File: src/rtl/uart_cmd_asm_if.sv
// rtl/uart_cmd_asm_if.sv - byte-in / command-out handshake bundle for uart_cmd_asm
interface uart_cmd_asm_if;
   logic [7:0]  rx_data;
   logic        rx_rdy;
   logic        clr_rx_rdy;
   logic [15:0] cmd;
   logic        cmd_rdy;
   logic        clr_cmd_rdy;
   logic        cmd_ovr;
   logic        to_err;

   modport master (
      output rx_data, rx_rdy, clr_cmd_rdy,
      input  clr_rx_rdy, cmd, cmd_rdy, cmd_ovr, to_err
   );

   modport slave (
      input  rx_data, rx_rdy, clr_cmd_rdy,
      output clr_rx_rdy, cmd, cmd_rdy, cmd_ovr, to_err
   );
endinterface

File: src/rtl/uart_cmd_asm.sv
// rtl/uart_cmd_asm.sv - pairs UART bytes high-first into 16-bit commands with gap timeout
module uart_cmd_asm #(
   parameter int TO_CYCLES = 100000
) (
   input  logic           clk,
   input  logic           rst,
   uart_cmd_asm_if.slave  bus
);
   localparam int CW = $clog2(TO_CYCLES + 1);

   typedef enum logic {WAIT_HI, WAIT_LO} state_t;

   state_t        state_q;
   logic          rx_rdy_q;
   logic [7:0]    hi_byte_q;
   logic [CW-1:0] cnt_q;
   logic [15:0]   cmd_q;
   logic          cmd_rdy_q, cmd_rdy_d;
   logic          cmd_ovr_q, cmd_ovr_d;
   logic          clr_rx_rdy_q;
   logic          to_err_q;
   logic          capture;
   logic          complete;

   // Rising edge of the receiver level only; a held level captures once.
   assign capture  = bus.rx_rdy & ~rx_rdy_q;
   assign complete = capture && (state_q == WAIT_LO);

   // Completion beats a same-edge clear, and a cleared slot is not an overrun.
   always_comb begin
      cmd_rdy_d = cmd_rdy_q;
      cmd_ovr_d = cmd_ovr_q;
      if (bus.clr_cmd_rdy) begin
         cmd_rdy_d = 1'b0;
         cmd_ovr_d = 1'b0;
      end
      if (complete) begin
         cmd_rdy_d = 1'b1;
         if (cmd_rdy_q && !bus.clr_cmd_rdy)
            cmd_ovr_d = 1'b1;
      end
   end

   always_ff @(posedge clk or posedge rst) begin
      if (rst) begin
         state_q      <= WAIT_HI;
         rx_rdy_q     <= 1'b0;
         hi_byte_q    <= 8'h00;
         cnt_q        <= '0;
         cmd_q        <= 16'h0000;
         cmd_rdy_q    <= 1'b0;
         cmd_ovr_q    <= 1'b0;
         clr_rx_rdy_q <= 1'b0;
         to_err_q     <= 1'b0;
      end else begin
         rx_rdy_q     <= bus.rx_rdy;
         clr_rx_rdy_q <= capture;
         to_err_q     <= 1'b0;
         cmd_rdy_q    <= cmd_rdy_d;
         cmd_ovr_q    <= cmd_ovr_d;
         case (state_q)
            WAIT_HI: begin
               if (capture) begin
                  hi_byte_q <= bus.rx_data;
                  cnt_q     <= CW'(TO_CYCLES);
                  state_q   <= WAIT_LO;
               end
            end
            WAIT_LO: begin
               if (capture) begin
                  cmd_q   <= {hi_byte_q, bus.rx_data};
                  state_q <= WAIT_HI;
               end else if (cnt_q == '0) begin
                  hi_byte_q <= 8'h00;
                  to_err_q  <= 1'b1;
                  state_q   <= WAIT_HI;
               end else begin
                  cnt_q <= cnt_q - CW'(1);
               end
            end
            default: state_q <= WAIT_HI;
         endcase
      end
   end

   assign bus.clr_rx_rdy = clr_rx_rdy_q;
   assign bus.cmd        = cmd_q;
   assign bus.cmd_rdy    = cmd_rdy_q;
   assign bus.cmd_ovr    = cmd_ovr_q;
   assign bus.to_err     = to_err_q;
endmodule

File: src/flat_wrapper.sv
// flat-port wrapper written by rule: the top's interface ports become plain ports
module uart_cmd_asm_flat 
#(
   parameter int TO_CYCLES = 100000
)
  (clk, rst, bus_rx_data, bus_rx_rdy, bus_clr_cmd_rdy, bus_clr_rx_rdy, bus_cmd, bus_cmd_rdy, bus_cmd_ovr, bus_to_err);
  uart_cmd_asm_if bus_i ();
  input  logic clk;
  input  logic rst;
  input wire logic [$bits(bus_i.rx_data)-1:0] bus_rx_data;
  input wire logic [$bits(bus_i.rx_rdy)-1:0] bus_rx_rdy;
  input wire logic [$bits(bus_i.clr_cmd_rdy)-1:0] bus_clr_cmd_rdy;
  output wire logic [$bits(bus_i.clr_rx_rdy)-1:0] bus_clr_rx_rdy;
  output wire logic [$bits(bus_i.cmd)-1:0] bus_cmd;
  output wire logic [$bits(bus_i.cmd_rdy)-1:0] bus_cmd_rdy;
  output wire logic [$bits(bus_i.cmd_ovr)-1:0] bus_cmd_ovr;
  output wire logic [$bits(bus_i.to_err)-1:0] bus_to_err;
  assign bus_i.rx_data = bus_rx_data;
  assign bus_i.rx_rdy = bus_rx_rdy;
  assign bus_i.clr_cmd_rdy = bus_clr_cmd_rdy;
  assign bus_clr_rx_rdy = bus_i.clr_rx_rdy;
  assign bus_cmd = bus_i.cmd;
  assign bus_cmd_rdy = bus_i.cmd_rdy;
  assign bus_cmd_ovr = bus_i.cmd_ovr;
  assign bus_to_err = bus_i.to_err;
  uart_cmd_asm #(.TO_CYCLES(TO_CYCLES)) u_core (.clk(clk), .rst(rst), .bus(bus_i));
endmodule
File: config.mk
export PLATFORM = sky130hd
export DESIGN_NAME = uart_cmd_asm_flat
export DESIGN_NICKNAME = d
export VERILOG_FILES = /design/src/rtl/uart_cmd_asm_if.sv /design/src/rtl/uart_cmd_asm.sv /design/src/flat_wrapper.sv
export SDC_FILE = /design/constraint.sdc
export NUM_CORES = 1
export LEC_CHECK = 0
export ABC_AREA = 1
export BUFFER_PORTS_ARGS = -buffer_cell sky130_fd_sc_hd__buf_2
export CAP_MARGIN = 30
export CORE_MARGIN = 3
export CORE_UTILIZATION = 60
export CTS_CLUSTER_DIAMETER = 60
export DETAILED_ROUTE_END_ITERATION = 10
export HOLD_SLACK_MARGIN = 0.12
export PLACE_DENSITY = 0.83
export SLEW_MARGIN = 25
export SYNTH_ARGS = -nofsm -noshare
export SYNTH_HDL_FRONTEND = slang
export SYNTH_SLANG_ARGS = --single-unit
File: constraint.sdc
create_clock -name clk -period 3.2 [get_ports clk]
set_clock_uncertainty 0.1 [all_clocks]
set_input_delay 0.16 -clock clk [delete_from_list [all_inputs] [get_ports clk]]
set_output_delay 0.16 -clock clk [all_outputs]
set_load 0.01 [all_outputs]
==> results.sh <==
export IMPL_synth_common_cells="nand2_1 (144), dfrtp_1 (47), nor2_1 (35)"
export IMPL_synth_area_leaders="dfrtp_1 (51%), nand2_1 (23%), nor2_1 (5.7%), nand3_1 (3.5%), inv_1 (3.3%)"
export IMPL_clkSinkCount=47
export IMPL_diodes=0
export IMPL_dr_pass1_iters=6
export IMPL_grt_max_degree=48
export IMPL_hpwl_um=3400
export IMPL_antenna_found_initial=0
export IMPL_ys_ff_latch=47
export IMPL_path_clk_slew_ns=0.08
export IMPL_period_needed_ns=2.33
export IMPL_drive_gt1_share_pct=13.8
export IMPL_worst_slew_pin_slew_ns=0.790
export IMPL_synth_async_reset_ratio_pct=100
export IMPL_worstHoldPathType="reg2reg"
export IMPL_synthToLayoutAreaGrowth_pct=16.7
export IMPL_cpLargestDelayFamily="buffers and inverters"
export IMPL_synth_top_flop_cell="dfrtp_1"
export IMPL_port_buffers=31
export IMPL_gp_congestion=0.890
export IMPL_grt_pass1_vias=1817
export IMPL_yosys_warnings=0
export IMPL_track_usage_pct=25.3
export IMPL_wl_per_cell_um=13.1
export IMPL_leakage_nw=1.51
export IMPL_routed_via_density=5.28
export IMPL_fmax_ghz=0.429
export IMPL_startpoint_type="input port"
export IMPL_yosysTopAreaCellShare_pct=50.9
export IMPL_num_rows=21
export IMPL_crit_type="in2reg"
export IMPL_cap_violations=0
export IMPL_crit_required_ns=3.29
export IMPL_synth_area_um2=2310
export IMPL_status="finished, final reports clean"
export IMPL_slowest_stage="clkinv_1"
export IMPL_grt_ovfl_total=0
export IMPL_yosysSeqAreaShare_pct=50.9
export IMPL_cts_setup_buffers=0
export IMPL_worstPathCellList="dlygate4sd3_1, buf_2, inv_1, nor2_1, ha_1, buf_4, clkinv_1, o21ai_0"
export IMPL_ios=32
export IMPL_critPathMaxFanout=26
export IMPL_drc=0
export IMPL_rsz0062_at_grt="false"
export IMPL_fin_nets=364
export IMPL_netlist_instances=306
export IMPL_die_area_um2=4630
export IMPL_yosysMostFrequentCell="nand2_1"
export IMPL_clock_latency_ns=0.30
export IMPL_cts_htree_levels=2
export IMPL_yosysTopAreaCell="dfrtp_1"
export IMPL_power_w=0.00217
export IMPL_arrival_ns=2.43
export IMPL_synth_edf_count=0
export IMPL_cp_num_buf_inv=5
export IMPL_finalHoldViolCount=0
export IMPL_netlist_cell_type_count=19
export IMPL_first_iter_violations=195
export IMPL_pwr_density_cell_nw_per_um2=806
export IMPL_start_util_pct=65.6
export IMPL_avgSynthCellArea_um2=7.55
export IMPL_peakVddDrop_v=0.000569
export IMPL_fp_dieW_um=68.0
export IMPL_timing_slew_headroom_pct=47.3
export IMPL_ant_nets=0
export IMPL_maxSlewViolCount=0
export IMPL_drt_total_wl_um=5160
export IMPL_critical_path_max_stage_delay_ns=0.56
export IMPL_root_buffer="clkbuf_8"
export IMPL_synth_nets=321
export IMPL_cts_tree="done"
export IMPL_setup_tns_ns=0
export IMPL_cts_path_max_buffers=2
export IMPL_vias=2086
export IMPL_cts_resized=0
export IMPL_cts_made_buffers=5
export IMPL_timing_final_crit_share_pct=72.9
export IMPL_grt_pass1_wl_um=8620
export IMPL_finalSetupViolations=0
export IMPL_die_h_um=68.0
export IMPL_cts_hold_buf=11
export IMPL_crit_path_end_kind="register"
export IMPL_core_area_um2=3520
-- path summary, 6_finish.rpt --
kind	endpoint	start	cells past startpoint	slack [ns]
worst max register to register	u_core.bus.cmd_ovr$_DFF_PP0_	u_core.rx_rdy_q$_DFF_PP0_	5	0.99
worst min register to register	u_core.bus.cmd[12]$_DFFE_PP0P_	u_core.bus.cmd[12]$_DFFE_PP0P_	2	0.37
min in group asynchronous	u_core.cnt_q[6]$_DFFE_PP0P_	rst	3	0.43
max in group asynchronous	u_core.bus.cmd_rdy$_DFFE_PP0P_	rst	3	2.10
worst max-delay path	u_core.bus.cmd_ovr$_DFF_PP0_	bus_rx_rdy	8	0.87
worst min-delay path	u_core.bus.cmd[12]$_DFFE_PP0P_	u_core.bus.cmd[12]$_DFFE_PP0P_	2	0.37
-- area by class of cell --
| cell class | instances | area (um2) |
|---|---|---|
| clock buffer | 6 | 82.6 |
| clock inverter | 1 | 5.00 |
| fill | 262 | 825 |
| inverter | 22 | 83.8 |
| multi-input combinational | 229 | 1010 |
| sequential | 47 | 1180 |
| tap | 46 | 57.6 |
| timing repair buffer | 44 | 280 |
-- sequential cells by signal (all words and copies together) (netlist names) --
signal / flops
u_core.hi_byte_q: 8
u_core.bus.cmd_ovr: 1
u_core.cnt_q: 17
u_core.rx_rdy_q: 1
u_core.state_q: 1
u_core.bus.clr_rx_rdy: 1
u_core.bus.cmd_rdy: 1
u_core.bus.cmd: 16
u_core.bus.to_err: 1
-- metal layers --
metal	part of all wire, %	GRT usage [%]	up-vias
li1	-	-	1030
met1	45	36.0	967
met2	46	37.1	78
met5	0	0	-
met3	7.2	7.06	11
met4	1.7	9.18	0
-- power breakdown --
| group | total [W] | switching [W] | leakage [nW] | internal, W |
|---|---|---|---|---|
| logic | 0.000868 | 0.000558 | 0.875 | 0.000310 |
| registers | 0.000950 | 0.000160 | 0.593 | 0.000791 |
| clock network | 0.000356 | 0.000187 | 0.0470 | 0.000170 |
-- metrics by stage --
step / hold slack (ns) / utilization [%] / instance area, um2 / instances / worst slack, ns
2_1_floorplan: 0.0914 / - / 2310 / 306 / 1.08
3_3_place_gp: 0.183 / 70.9 / 2500 / 377 / 1.08
3_5_place_dp: 0.185 / 70.9 / 2500 / 377 / 1.04
4_1_cts: 0.371 / 76.5 / 2700 / 395 / 0.899
5_1_grt: 0.399 / 76.6 / 2700 / 395 / 0.616
6_report: 0.369 / 76.6 / 2700 / 395 / 0.867
-- placed cells by master, fill, tap and decap left out, types with 4 or more instances in the layout --
cell type	instances
dfrtp_1	47
nand3_1	16
xor2_1	4
o21ai_0	6
dlygate4sd3_1	11
nor2_1	35
nand2_1	144
clkbuf_8	6
inv_1	19
nand4_1	10
buf_2	31
-- logic make-up after synthesis --
| group | Yosys count | share of synthesized area (%) |
|---|---|---|
| buffers and inverters | 30 | 5.31 |
| adders and majority gates | 3 | 1.63 |
| and+or+nand+nor | 215 | 39.0 |
| AOI/OAI and AO/OA | 7 | 1.63 |
| DFF | 47 | 50.9 |
| xor gates and xnor gates | 4 | 1.52 |
-- worst min-delay path: cells and delay by family (launching register included) --
kind / cells / cell delay, ns
flip-flops: 1 / 0.34
AND/OR/NAND/NOR: 2 / 0.09
No activity file was read; power rests on OpenSTA's default activity.
